**config.mk**
```make
export PLATFORM = sky130hd
export DESIGN_NAME = load_unit
export DESIGN_NICKNAME = d
export VERILOG_FILES = /design/src/rtl/load_pkg.sv /design/src/rtl/load_align.sv /design/src/rtl/load_unit.sv
export SDC_FILE = /design/constraint.sdc
export NUM_CORES = 1
export LEC_CHECK = 0
export CAP_MARGIN = 15
export CORE_UTILIZATION = 50
export CTS_BUF_LIST = sky130_fd_sc_hd__clkbuf_16
export DETAILED_ROUTE_END_ITERATION = 6
export PLACE_DENSITY = 0.92
export SYNTH_ARGS = -nofsm -noshare
export SYNTH_HDL_FRONTEND = slang
export SYNTH_SLANG_ARGS = --single-unit
```
**constraint.sdc**
```tcl
create_clock -name clk -period 4.8 [get_ports clk]
set_input_delay 0.96 -clock clk [delete_from_list [all_inputs] [get_ports clk]]
set_output_delay 0.96 -clock clk [all_outputs]
set_load 0.02 [all_outputs]
```
**src/rtl/load_pkg.sv**
```systemverilog
// Shared definitions for the load unit: opcodes, FSM states, word width
// and small decode helpers used by load_unit and load_align.
package load_pkg;

   localparam int WORD_W = 32;

   localparam logic [5:0] OP_LW  = 6'b100011;
   localparam logic [5:0] OP_LH  = 6'b100001;
   localparam logic [5:0] OP_LHU = 6'b100101;
   localparam logic [5:0] OP_LB  = 6'b100000;
   localparam logic [5:0] OP_LBU = 6'b100100;

   typedef enum logic [2:0] {
      IDLE  = 3'd0,
      ADDR  = 3'd1,
      MEM   = 3'd2,
      WB    = 3'd3,
      FAULT = 3'd4
   } state_t;

   function automatic logic is_load(input logic [5:0] op);
      return (op == OP_LW)  || (op == OP_LH) || (op == OP_LHU) ||
             (op == OP_LB)  || (op == OP_LBU);
   endfunction

   // Words need 4-byte alignment, halfwords 2-byte; bytes never fault.
   function automatic logic misaligned(input logic [5:0] op,
                                       input logic [1:0] a);
      logic m;
      m = 1'b0;
      unique case (1'b1)
         (op == OP_LW):                   m = (a != 2'b00);
         (op == OP_LH) || (op == OP_LHU): m = a[0];
         default:                         m = 1'b0;
      endcase
      return m;
   endfunction

endpackage

```
**src/rtl/load_align.sv**
```systemverilog
// Load data aligner: picks the byte/halfword lane of a little-endian word
// and sign- or zero-extends it.
// Ports: mem_rdata (raw word), addr (low address bits), opcode, data (result).
module load_align
   import load_pkg::*;
(
   input  logic [WORD_W-1:0] mem_rdata,
   input  logic [1:0]        addr,
   input  logic [5:0]        opcode,
   output logic [WORD_W-1:0] data
);

   logic [15:0] half_sel;
   logic [7:0]  byte_sel;

   always_comb begin
      half_sel = addr[1] ? mem_rdata[31:16] : mem_rdata[15:0];
      byte_sel = mem_rdata[7:0];
      unique case (addr)
         2'd0:    byte_sel = mem_rdata[7:0];
         2'd1:    byte_sel = mem_rdata[15:8];
         2'd2:    byte_sel = mem_rdata[23:16];
         2'd3:    byte_sel = mem_rdata[31:24];
         default: byte_sel = mem_rdata[7:0];
      endcase
   end

   always_comb begin
      data = mem_rdata;
      unique case (1'b1)
         (opcode == OP_LH):  data = {{16{half_sel[15]}}, half_sel};
         (opcode == OP_LHU): data = {16'h0000, half_sel};
         (opcode == OP_LB):  data = {{24{byte_sel[7]}}, byte_sel};
         (opcode == OP_LBU): data = {24'h000000, byte_sel};
         default:            data = mem_rdata;
      endcase
   end

endmodule

```
**src/rtl/load_unit.sv**
```systemverilog
// Multi-cycle MIPS load unit: address gen, memory read handshake, align, writeback.
// Ports: clk/reset, instruction/instr_valid/instr_ready, Read_data1 (base),
//   ALU_result/MemRead/mem_rdata/mem_ready (memory), RegWrite/Write_register/
//   Write_data (regfile), addr_error/done (status).
// Optional: define LOAD_TIMEOUT_EN to fault a read after TIMEOUT_CYCLES in MEM.
module load_unit
   import load_pkg::*;
#(
   parameter int TIMEOUT_CYCLES = 16
)
(
   input  logic              clk,
   input  logic              reset,
   input  logic [31:0]       instruction,
   input  logic              instr_valid,
   output logic              instr_ready,
   input  logic [31:0]       Read_data1,
   output logic [31:0]       ALU_result,
   output logic              MemRead,
   input  logic [31:0]       mem_rdata,
   input  logic              mem_ready,
   output logic              RegWrite,
   output logic [4:0]        Write_register,
   output logic [31:0]       Write_data,
   output logic              addr_error,
   output logic              done
);

   state_t state, state_n;

   logic [5:0]        op_q;
   logic [4:0]        rt_q;
   logic [31:0]       base_q;
   logic [15:0]       off_q;
   logic [31:0]       eff_addr;
   logic [WORD_W-1:0] aligned;
   logic              accept;
   logic              to_hit;

   // rs is consumed upstream as Read_data1; its field is not needed here.
   logic unused_rs;
   assign unused_rs = ^instruction[25:21];

   assign accept   = (state == IDLE) && instr_valid &&
                     is_load(instruction[31:26]);
   assign eff_addr = base_q + {{16{off_q[15]}}, off_q};

`ifdef LOAD_TIMEOUT_EN
   localparam int CW = $clog2(TIMEOUT_CYCLES + 1);

   logic [CW-1:0] to_cnt;

   // Counter is zeroed while in ADDR so each MEM visit starts fresh.
   always_ff @(posedge clk or posedge reset) begin
      if (reset) begin
         to_cnt <= '0;
      end else if (state == ADDR) begin
         to_cnt <= '0;
      end else if ((state == MEM) && !mem_ready) begin
         to_cnt <= to_cnt + 1'b1;
      end
   end

   assign to_hit = (to_cnt == CW'(TIMEOUT_CYCLES - 1));
`else
   logic unused_cfg;
   assign unused_cfg = ^TIMEOUT_CYCLES;
   assign to_hit     = 1'b0;
`endif

   load_align u_align (
      .mem_rdata (mem_rdata),
      .addr      (ALU_result[1:0]),
      .opcode    (op_q),
      .data      (aligned)
   );

   always_ff @(posedge clk or posedge reset) begin
      if (reset) begin
         state <= IDLE;
      end else begin
         state <= state_n;
      end
   end

   always_comb begin
      state_n     = state;
      instr_ready = 1'b0;
      MemRead     = 1'b0;
      RegWrite    = 1'b0;
      addr_error  = 1'b0;
      done        = 1'b0;
      unique case (state)
         IDLE: begin
            instr_ready = 1'b1;
            if (accept) begin
               state_n = ADDR;
            end
         end
         ADDR: begin
            state_n = misaligned(op_q, eff_addr[1:0]) ? FAULT : MEM;
         end
         MEM: begin
            MemRead = 1'b1;
            if (mem_ready) begin
               state_n = WB;
            end else if (to_hit) begin
               state_n = FAULT;
            end
         end
         WB: begin
            RegWrite = (Write_register != 5'd0);
            done     = 1'b1;
            state_n  = IDLE;
         end
         FAULT: begin
            addr_error = 1'b1;
            done       = 1'b1;
            state_n    = IDLE;
         end
         default: begin
            state_n = IDLE;
         end
      endcase
   end

   always_ff @(posedge clk or posedge reset) begin
      if (reset) begin
         op_q           <= '0;
         rt_q           <= '0;
         base_q         <= '0;
         off_q          <= '0;
         ALU_result     <= '0;
         Write_data     <= '0;
         Write_register <= '0;
      end else begin
         if (accept) begin
            op_q   <= instruction[31:26];
            rt_q   <= instruction[20:16];
            off_q  <= instruction[15:0];
            base_q <= Read_data1;
         end
         if (state == ADDR) begin
            ALU_result <= eff_addr;
         end
         // Destination is published only with real data, so a fault
         // leaves the previous writeback values untouched.
         if ((state == MEM) && mem_ready) begin
            Write_data     <= aligned;
            Write_register <= rt_q;
         end
      end
   end

endmodule

```
==> impl_results.md, run 1 <==
- Core area: approximately 14,000 um^2
- Dpl ws: between 1000 and 1500 ps
- Synth cell types: 61
- Total track usage: a little over a quarter
- Max Freq: roughly 320 MHz
- Sink Count: approximately 130
- # rows: 43
- TNS Setup: 0 ps
- Count of buffer and inverter cells on the critical path: 1
- Leak pwr: 4.28 nW
- Kind of end point of the critical path: output pin
- Setup slack, reg-to-reg: ~1700 ps
- Slew Viols, Final: 0
- Die Ht: about 120 um
- WL met3: about 1300 um
- Setup violators final: 0
- Die Wd: 122 um
- Run status: completed
- Post-CTS setup buffers: 0
- Final Cell Area: 9680 um^2
- Maxcap violations: 0
- Vias/cell: around 5.8
- Post-synthesis cell count: about 740
- Clock transition at path regs: around 60 ps
- Hold Startpoint: op_q[5]
- Number of enable flip-flop cells after synthesis: 0
- Initial antenna violation count: 0
- Die ar.: between 10,000 and 15,000 um^2
- CTS tree: done
- CTS Hold Bufs: 0
- Worst Hold Path EP: op_q[5]
- Vias in the first global route: 6,132
- # DRC: 0
- First-pass GRT wire length: ~30,000 um
- CP max FO: 28
- Synth Cell Area: around 7200 um^2
- Clock buffer depth: 2
- Crit. path cell count: 1
- Ports: approximately 170
- Dpl cells: approximately 1,000
- Worst Path Required: between 3000 and 4000 ps
- Area Growth Syn to Fin: 33.6%
- Nets: around 1,000
- Worst hold path class: reg2reg
- Startpoint types: register
- FF+latch count, synth: around 130
- Post-layout worst setup margin: ~1600 ps
- Yosys warns: 0
- Syn Area/Cell: slightly below 10 um^2
- Wl on met1: between 7000 and 8000 um
- Iter 0 DRT Violations: between 500 and 600
- Syn Nets: between 800 and 900
- Worst Reg-to-Reg Cells: 8
- Final Cycle Share: between 60% and 70%
- Final Core Density: around 69%
- HPWL after detailed placement: ~13,000 um
- FILL cells: a little over 1,000
- Top layer in use: met4
- Worst path max stage delay: 1000 ps
- Layout cell share with drive strength beyond 1: a little over an eighth
- Gpl congestion: roughly 0.91
- Setup Skew: 10.6 ps
- RSZ-0062 raised after global routing: false
- R2r endpoint: ALU_result[26]
- First-pass DRT Iterations: 5
- Final Critical Period: between 3000 and 4000 ps
- Max H-tree Level: 4
- GRT Residual Overflow: 0
- Hold Path Cell Cnt: 1
- Critical-path cell with the highest stage delay: dfrtp_1
- Crit path kind: reg2out
- IO buf count: around 170
- R2r startpoint: off_q[15]
- Met2 routed WL: between 9000 and 10,000 um
- Clock Tree Root: clkbuf_16
- CTS Buf Count: 17
- CP cell instances: clkdlybuf4s50_1
- DRT antenna net count: 0
- Final wirelength: 18,800 um
- Top FF cell, synth: dfrtp_1
- Placed inst area: about 9000 um^2
- Later-pin clock latency in the skew report: 430 ps
- Sequential element share of the synthesized area: around 45%
- Worst vdd ir: about 0.38 mV
- Wire per inst: around 17 um
- Post-synth ARST share: 100%
- Initial Util: 51.8%
- Pwr Density: roughly 770 nW/um^2
- Worst slew pin tran: ~1000 ps
- Crit path DAT: between 2000 and 2500 ps
- Post-CTS Resized: 0
- Vias post-DR: 6,283
- CP delay by family, top: flip-flops
- Ant diodes: 0
- Slew HR: 33.3%
- Final Hold Fails: 0
- Post-route insts no fill: between 1,000 and 1,500
- Largest net degree at the start of global routing: ~130
## cell usage in the layout (no fill, tap or decap), types with 3 or more instances in the layout
master,instances
clkdlybuf4s50_1,168
dfrtp_1,131
nand2_1,125
mux2_2,57
a21oi_1,51
nor2_1,43
o21ai_0,38
ha_1,31
o21ai_1,20
clkbuf_16,17
inv_1,16
o22ai_1,15
a21o_1,14
xnor2_1,13
xor2_1,13
nand4_1,10
nand3_1,10
nand2b_1,9
nor3_1,8
o221ai_1,8
a21boi_0,8
mux4_2,7
a31oi_1,6
a211oi_1,5
bufinv_16,5
o21bai_1,4
buf_4,4
and2_1,3
nor3b_1,3
and3_1,3
o21a_1,3
o211ai_1,3
or4_1,3
clkinv_2,3
## worst max-delay path by stage
stage / startpoint / endpoint / slack [ps]
final: ALU_result[1] / ALU_result[1] / 1630
after global routing: ALU_result[1] / ALU_result[1] / 1530
after CTS: ALU_result[1] / ALU_result[1] / 1630
after detailed placement: instruction[26] / off_q[2] / 1240
after global placement: instruction[26] / base_q[6] / 1360
after floorplan: reset / ALU_result[0] / 340
## through the flow
step,hold WS [ps],power [mW]
floorplan,425,4.67
global placement,444,5.83
detailed placement,444,5.92
CTS,461,7.39
global route,489,7.91
finish,456,7.41
## layout make-up
type	instances	area [um^2]	area share [%]
Multi-Input combinational cell	549	3740	38.7
Sequential cell	131	3280	33.9
Clock buffer	17	425	4.40
Clock inverter	15	214	2.21
Inverter	15	58.8	0.608
Tap cell	180	225	2.33
Timing Repair Buffer	173	1730	17.9
## metal layers
metal	GRT usage (%)	up-vias
met5	0	-
met4	13.0	0
met3	4.97	51
met2	44.5	294
met1	32.3	2998
li1	-	2940
## synthesized netlist by cell type, types with 2 or more instances
| cell | count | area [um^2] |
|---|---|---|
| o21a_1 | 3 | 22.5 |
| mux2_2 | 57 | 642 |
| nand3b_1 | 2 | 15.0 |
| o2111ai_1 | 2 | 17.5 |
| mux4_2 | 7 | 158 |
| nand4_1 | 10 | 62.6 |
| inv_1 | 15 | 56.3 |
| o21ai_1 | 20 | 100 |
| nand2_1 | 125 | 469 |
| or4_1 | 3 | 22.5 |
| a31oi_1 | 6 | 37.5 |
| o21bai_1 | 4 | 30.0 |
| xnor2_1 | 13 | 114 |
| o21ai_0 | 38 | 190 |
| o221ai_1 | 8 | 70.1 |
| nor3_1 | 9 | 45.0 |
| ha_1 | 31 | 388 |
| and3_1 | 3 | 18.8 |
| nor3b_1 | 3 | 22.5 |
| and2_1 | 3 | 18.8 |
| dfrtp_1 | 131 | 3280 |
| o211ai_1 | 3 | 22.5 |
| nand3_1 | 11 | 55.1 |
| nor2_2 | 2 | 12.5 |
| a211oi_1 | 5 | 37.5 |
| or2_2 | 2 | 12.5 |
| a21oi_2 | 2 | 17.5 |
| a21oi_1 | 51 | 255 |
| clkbuf_1 | 30 | 113 |
| a21o_1 | 14 | 105 |
| buf_2 | 7 | 35.0 |
| o22ai_1 | 15 | 93.8 |
| xor2_1 | 13 | 114 |
| nand2b_1 | 9 | 56.3 |
| nor2_1 | 43 | 161 |
| a211o_1 | 2 | 17.5 |
| buf_4 | 3 | 22.5 |
| a21boi_0 | 8 | 60.1 |
## where the power goes
group	switching, mW	leakage (nW)	total (mW)	internal [mW]
sequential	0.415	1.62	2.02	1.61
combinational	2.22	2.34	3.97	1.76
clock	0.494	0.316	1.41	0.917
## flip-flops by register name, indices dropped and copies added, names as in the netlist
name and cells:
off_q 16, state 3, Write_data 32, Write_register 5, ALU_result 32, rt_q 5, base_q 32, op_q 6
## logic make-up (layout without fill, tap and decap cells)
group | Yosys count | after routing | synth area share [%]
xor+xnor | 26 | 26 | 3.14
compound gates | 195 | 195 | 17.2
fa+ha+maj | 32 | 32 | 5.63
simple gates | 230 | 230 | 14.1
mux | 66 | 66 | 11.5
flops | 131 | 131 | 45.3
buf+inv | 56 | 220 | 3.18
## worst register-to-register path, stage by stage, from the launching register on
cell       delay, ps
dfrtp_1          780
ha_1             440
a21oi_2          220
o21ai_1          130
a2111oi_2        610
o32ai_2          170
nor3b_2          270
xor2_1           240
o21ai_1           80
Note: power is estimated with default switching activity, not from simulation.
==> run 2, diff against run 1 <==
- clock period: 4.8 -> 3 ns (I/O delays scaled with it)
==> impl_results.md, run 2 (synthesized netlist as in run 1, its figures left out) <==
- Run status: completed
- Switching portion of total power: about two fifths
- Initial Util: between 50 and 60%
- Largest registers: ALU_result (32), Write_data (32), base_q (32)
- CTS Hold Bufs: 0
- Kind of end point of the critical path: register
- Wire per inst: about 18 um
- # DRC: 0
- Final Cycle Share: 88.1%
- GRT Residual Overflow: 0
- Die Wd: 122 um
- Pwr Density: about 1200 nW/um^2
- Layout cell share with drive strength beyond 1: a little over an eighth
- Worst Path Required: roughly 3300 ps
- Gate power share: a little over half
- HPWL after detailed placement: 13,800 um
- Dpl ws: slightly above 400 ps
- Nets: 1,025
- Placed inst area: 9080 um^2
- R2r startpoint: base_q[0]
- Setup Skew: roughly 5 ps
- Power Internal: 6.99 mW
- First-pass DRT Iterations: 6
- Commonest cells after routing, fill and taps aside: clkdlybuf4s50_1 (168), dfrtp_1 (131), nand2_1 (125)
- Sink Count: 131
- Hold Startpoint: rt_q[2]
- CTS Buf Count: 17
- Die Ht: about 120 um
- Slew HR: ~40%
- Critical path origin: base_q[0]
- Post-CTS Resized: 0
- Switching power: around 5.1 mW
- Core area: about 14,000 um^2
- Later-pin clock latency in the skew report: between 400 and 500 ps
- Ant diodes: 0
- Most common cell after layout, fill and taps aside: clkdlybuf4s50_1
- CP max FO: 4
- Vias/cell: 5.78
- IO buf count: about 170
- Post-layout worst setup margin: between 300 and 400 ps
- Ports: 174
- Vias in the first global route: 6,075
- FILL cells: between 1,000 and 1,500
- Crit path DAT: approximately 2900 ps
- DRT antenna net count: 0
- Vias post-DR: roughly 6,300
- Die ar.: between 10,000 and 15,000 um^2
- CTS tree: done
- Multi-input logic area: between 3000 and 4000 um^2
- Setup violators final: 0
- Clock Tree Root: clkbuf_16
- Total track usage: a little over a quarter
- Register area: roughly 3300 um^2
- Slew Viols, Final: 0
- Clock transition at path regs: 60 ps
- Initial antenna violation count: 0
- Max Freq: 379 MHz
- Final wirelength: 19,100 um
- TNS Setup: 0 ps
- Final Critical Period: 2640 ps
- Iter 0 DRT Violations: around 480
- Register share of total power: a little over a quarter
- Final Cell Area: roughly 9700 um^2
- Post-CTS setup buffers: 0
- Hold_ws: roughly 470 ps
- Final Hold Fails: 0
- Max H-tree Level: 4
- # rows: 43
- Maxcap violations: 0
- Worst hold path class: reg2reg
- Clock buffer depth: 2
- Largest net degree at the start of global routing: approximately 130
- Area Growth Syn to Fin: 34.6%
- Crit path kind: reg2reg
- Gpl congestion: ~0.92
- Clock power frac: between 10% and 20%
- Startpoint types: register
- Worst vdd ir: between 0.7 and 0.8 mV
- RSZ-0062 raised after global routing: false
- Leak pwr: between 4 and 5 nW
- Worst slew pin tran: 909 ps
- First-pass GRT wire length: around 30,000 um
==> run 2: cell types whose count changed in the layout (fill, tap and decap cells not counted) <==
cell,previous run,this run
inv_4,1,0
clkinv_2,3,4
clkinvlp_4,2,4
clkinv_1,0,1
bufinv_16,5,6
inv_6,2,1
clkinv_4,1,0
inv_1,16,14
buf_4,4,10
==> run 2: per-layer routing <==
layer,global-route usage [%],up-vias,wire [um]
li1,-,2954,-
met1,32.2,3000,7710
met2,45.9,272,9490
met3,5.44,54,1310
met4,11.5,0,621
met5,0,-,0
==> run 2: layout make-up <==
class	count	area share (%)
well taps	180	2.31
repair buffers	179	18.2
flip-flops and latches	131	33.6
clock buffers	17	4.37
multi-input cells	549	38.4
clock inverters	15	2.41
inverters	15	0.616
==> run 2: worst max-delay path, stage by stage (launching register included) <==
cell and delay [ps]:
dfrtp_1 380, ha_1 220, fa_1 410, a21o_1 220
a221o_1 400, a21oi_1 300, nor2_1 120, o21ai_1 200
xnor2_1 160, o21ai_1 100
==> run 2: worst paths after layout <==
path	endpoint	slack, ps	cells past startpoint
max in group asynchronous	off_q[4]	1700	3
worst max-delay path	ALU_result[24]	360	9
min in group asynchronous	Write_data[10]	690	3
worst min-delay path	Write_register[2]	470	2
worst min register to register	Write_register[2]	470	2
worst max register to register	ALU_result[24]	360	9
==> run 2: stage by stage <==
step                utilization (%)  std cells  power, mW
finish                         69.7       1086       12.0
global route                   69.7       1086       12.8
CTS                            69.7       1086       12.0
detailed placement             64.9       1054       9.58
global placement               64.9       1054       9.40
floorplan                         -        736       7.48
==> run 2: power by group through the flow <==
stage               sequential, mW  combinational [mW]  clock (mW)
CTS                           3.19                6.46        2.35
floorplan                     3.51                3.97           0
detailed placement            3.21                6.38           0
global placement              3.18                6.22           0
finish                        3.20                6.52        2.32
global route                  3.29                7.09        2.43
==> run 3, diff against run 2 <==
- CORE_UTILIZATION: 50 -> 60
- DONT_BUFFER_PORTS: default -> 1
- PLACE_DENSITY: 0.92 -> 0.88
==> impl_results.md, run 3 (synthesized netlist as in run 1, its figures left out) <==
- Run status: finished, violations left
- Failing checks: DRC
- FILL cells: between 800 and 900
- # rows: 39
- Largest registers: ALU_result (32), Write_data (32), base_q (32)
- Register area: ~3300 um^2
- R2r endpoint: ALU_result[26]
- Final Hold Fails: 0
- Initial antenna violation count: 0
- Final Critical Period: 2780 ps
- Final Core Density: around two thirds
- CP max FO: 8
- Leak pwr: around 3.6 nW
- Vias/cell: 6.35
- Die Wd: roughly 110 um
- Final wirelength: 17,600 um
- HPWL after detailed placement: 12,800 um
- Setup Skew: approximately 13 ps
- Max Freq: ~360 MHz
- R2r startpoint: off_q[15]
- Final Cell Area: roughly 7900 um^2
- Worst Reg-to-Reg Cells: 8
- Post-CTS setup buffers: 0
- RSZ-0062 raised after global routing: false
- Total track usage: 29.6%
- Ant diodes: 0
- Most common cell after layout, fill and taps aside: dfrtp_1
- Maxcap violations: 0
- Crit path kind: reg2reg
- Kind of end point of the critical path: register
- Die Ht: roughly 110 um
- Wire per inst: around 20 um
- Post-layout worst setup margin: roughly 220 ps
- Startpoint types: register
- Vias post-DR: around 5,600
- Pwr Density: around 1400 nW/um^2
- Worst vdd ir: 0.712 mV
- TNS Setup: 0 ps
- Worst slew pin tran: 995 ps
- Clock Tree Root: clkbuf_16
- # DRC: 20
- First-pass DRT Iterations: 7
- Nets: around 860
- Crit path DAT: slightly above 3000 ps
- Total Power: 10.7 mW
- Initial Util: between 60% and 70%
- CTS tree: done
- Gpl congestion: between 0.9 and 1
- Slew HR: approximately 34%
- Layout cell share with drive strength beyond 1: 16.4%
- Core area: between 10,000 and 15,000 um^2
- Clock transition at path regs: approximately 60 ps
- Worst Path Required: about 3300 ps
- CTS Buf Count: 17
- Later-pin clock latency in the skew report: 430 ps
- Setup slack, reg-to-reg: about 220 ps
- Ports: between 150 and 200
- Worst hold path class: in2async
- DRT antenna net count: 0
- Setup violators final: 0
- GRT Residual Overflow: 0
- Slew Viols, Final: 0
- Sink Count: 131
- Iter 0 DRT Violations: ~530
- Post-CTS Resized: 0
- Largest net degree at the start of global routing: 80
- IO buf count: 0
- Clock buffer depth: 2
- Final Cycle Share: between 90 and 100%
- Multi-input logic area: between 3000 and 4000 um^2
- First-pass GRT wire length: around 29,000 um
- CTS Hold Bufs: 0
- Placed inst area: approximately 7400 um^2
- Area Growth Syn to Fin: 9.57%
- Die ar.: roughly 13,000 um^2
- Commonest cells after routing, fill and taps aside: dfrtp_1 (131), nand2_1 (125), mux2_2 (57)
- Dpl ws: ~300 ps
- Critical path origin: off_q[15]
- Max H-tree Level: 4
- Vias in the first global route: roughly 5,600
==> run 3: area by class of cell <==
type	instances	share of cell area, %
Clock buffer	17	5.36
Clock inverter	15	1.91
Inverter	15	0.757
Multi-Input combinational cell	549	47.2
Sequential cell	131	41.3
Tap cell	143	2.25
Timing Repair Buffer	13	1.23
==> run 3: layer usage <==
| layer | up-vias | part of all wire, % | track usage [%] |
|---|---|---|---|
| li1 | 2629 | - | - |
| met1 | 2682 | 39 | 35.5 |
| met2 | 257 | 49 | 47.9 |
| met3 | 41 | 9.8 | 10.6 |
| met4 | 0 | 2.6 | 13.3 |
| met5 | - | 0 | 0 |
==> run 3: where the power goes <==
group          total, mW  switching, mW  internal, mW
clock network       2.03          0.751          1.28
registers           3.74           1.17          2.57
logic               4.97           2.93          2.04
total               10.7           4.85          5.89
==> run 3: through the flow <==
stage	cells	hold slack, ps
2_1_floorplan	736	425
3_3_place_gp	851	440
3_5_place_dp	851	452
4_1_cts	883	259
5_1_grt	883	305
6_report	883	246
==> run 3: how the worst max path moves through the flow <==
stage                          end  slack, ps
floorplan           ALU_result[26]        560
global placement    ALU_result[26]        360
detailed placement  ALU_result[26]        300
CTS                 ALU_result[26]        260
global route        ALU_result[26]         20
finish              ALU_result[26]        220
==> run 3: critical path, cell delays in order (launching register included) <==
cell	delay (ps)
dfrtp_1	520
ha_1	430
a21oi_2	200
o21ai_1	130
a2111oi_2	650
o32ai_2	170
nor3b_2	290
xor2_1	180
o21ai_1	70
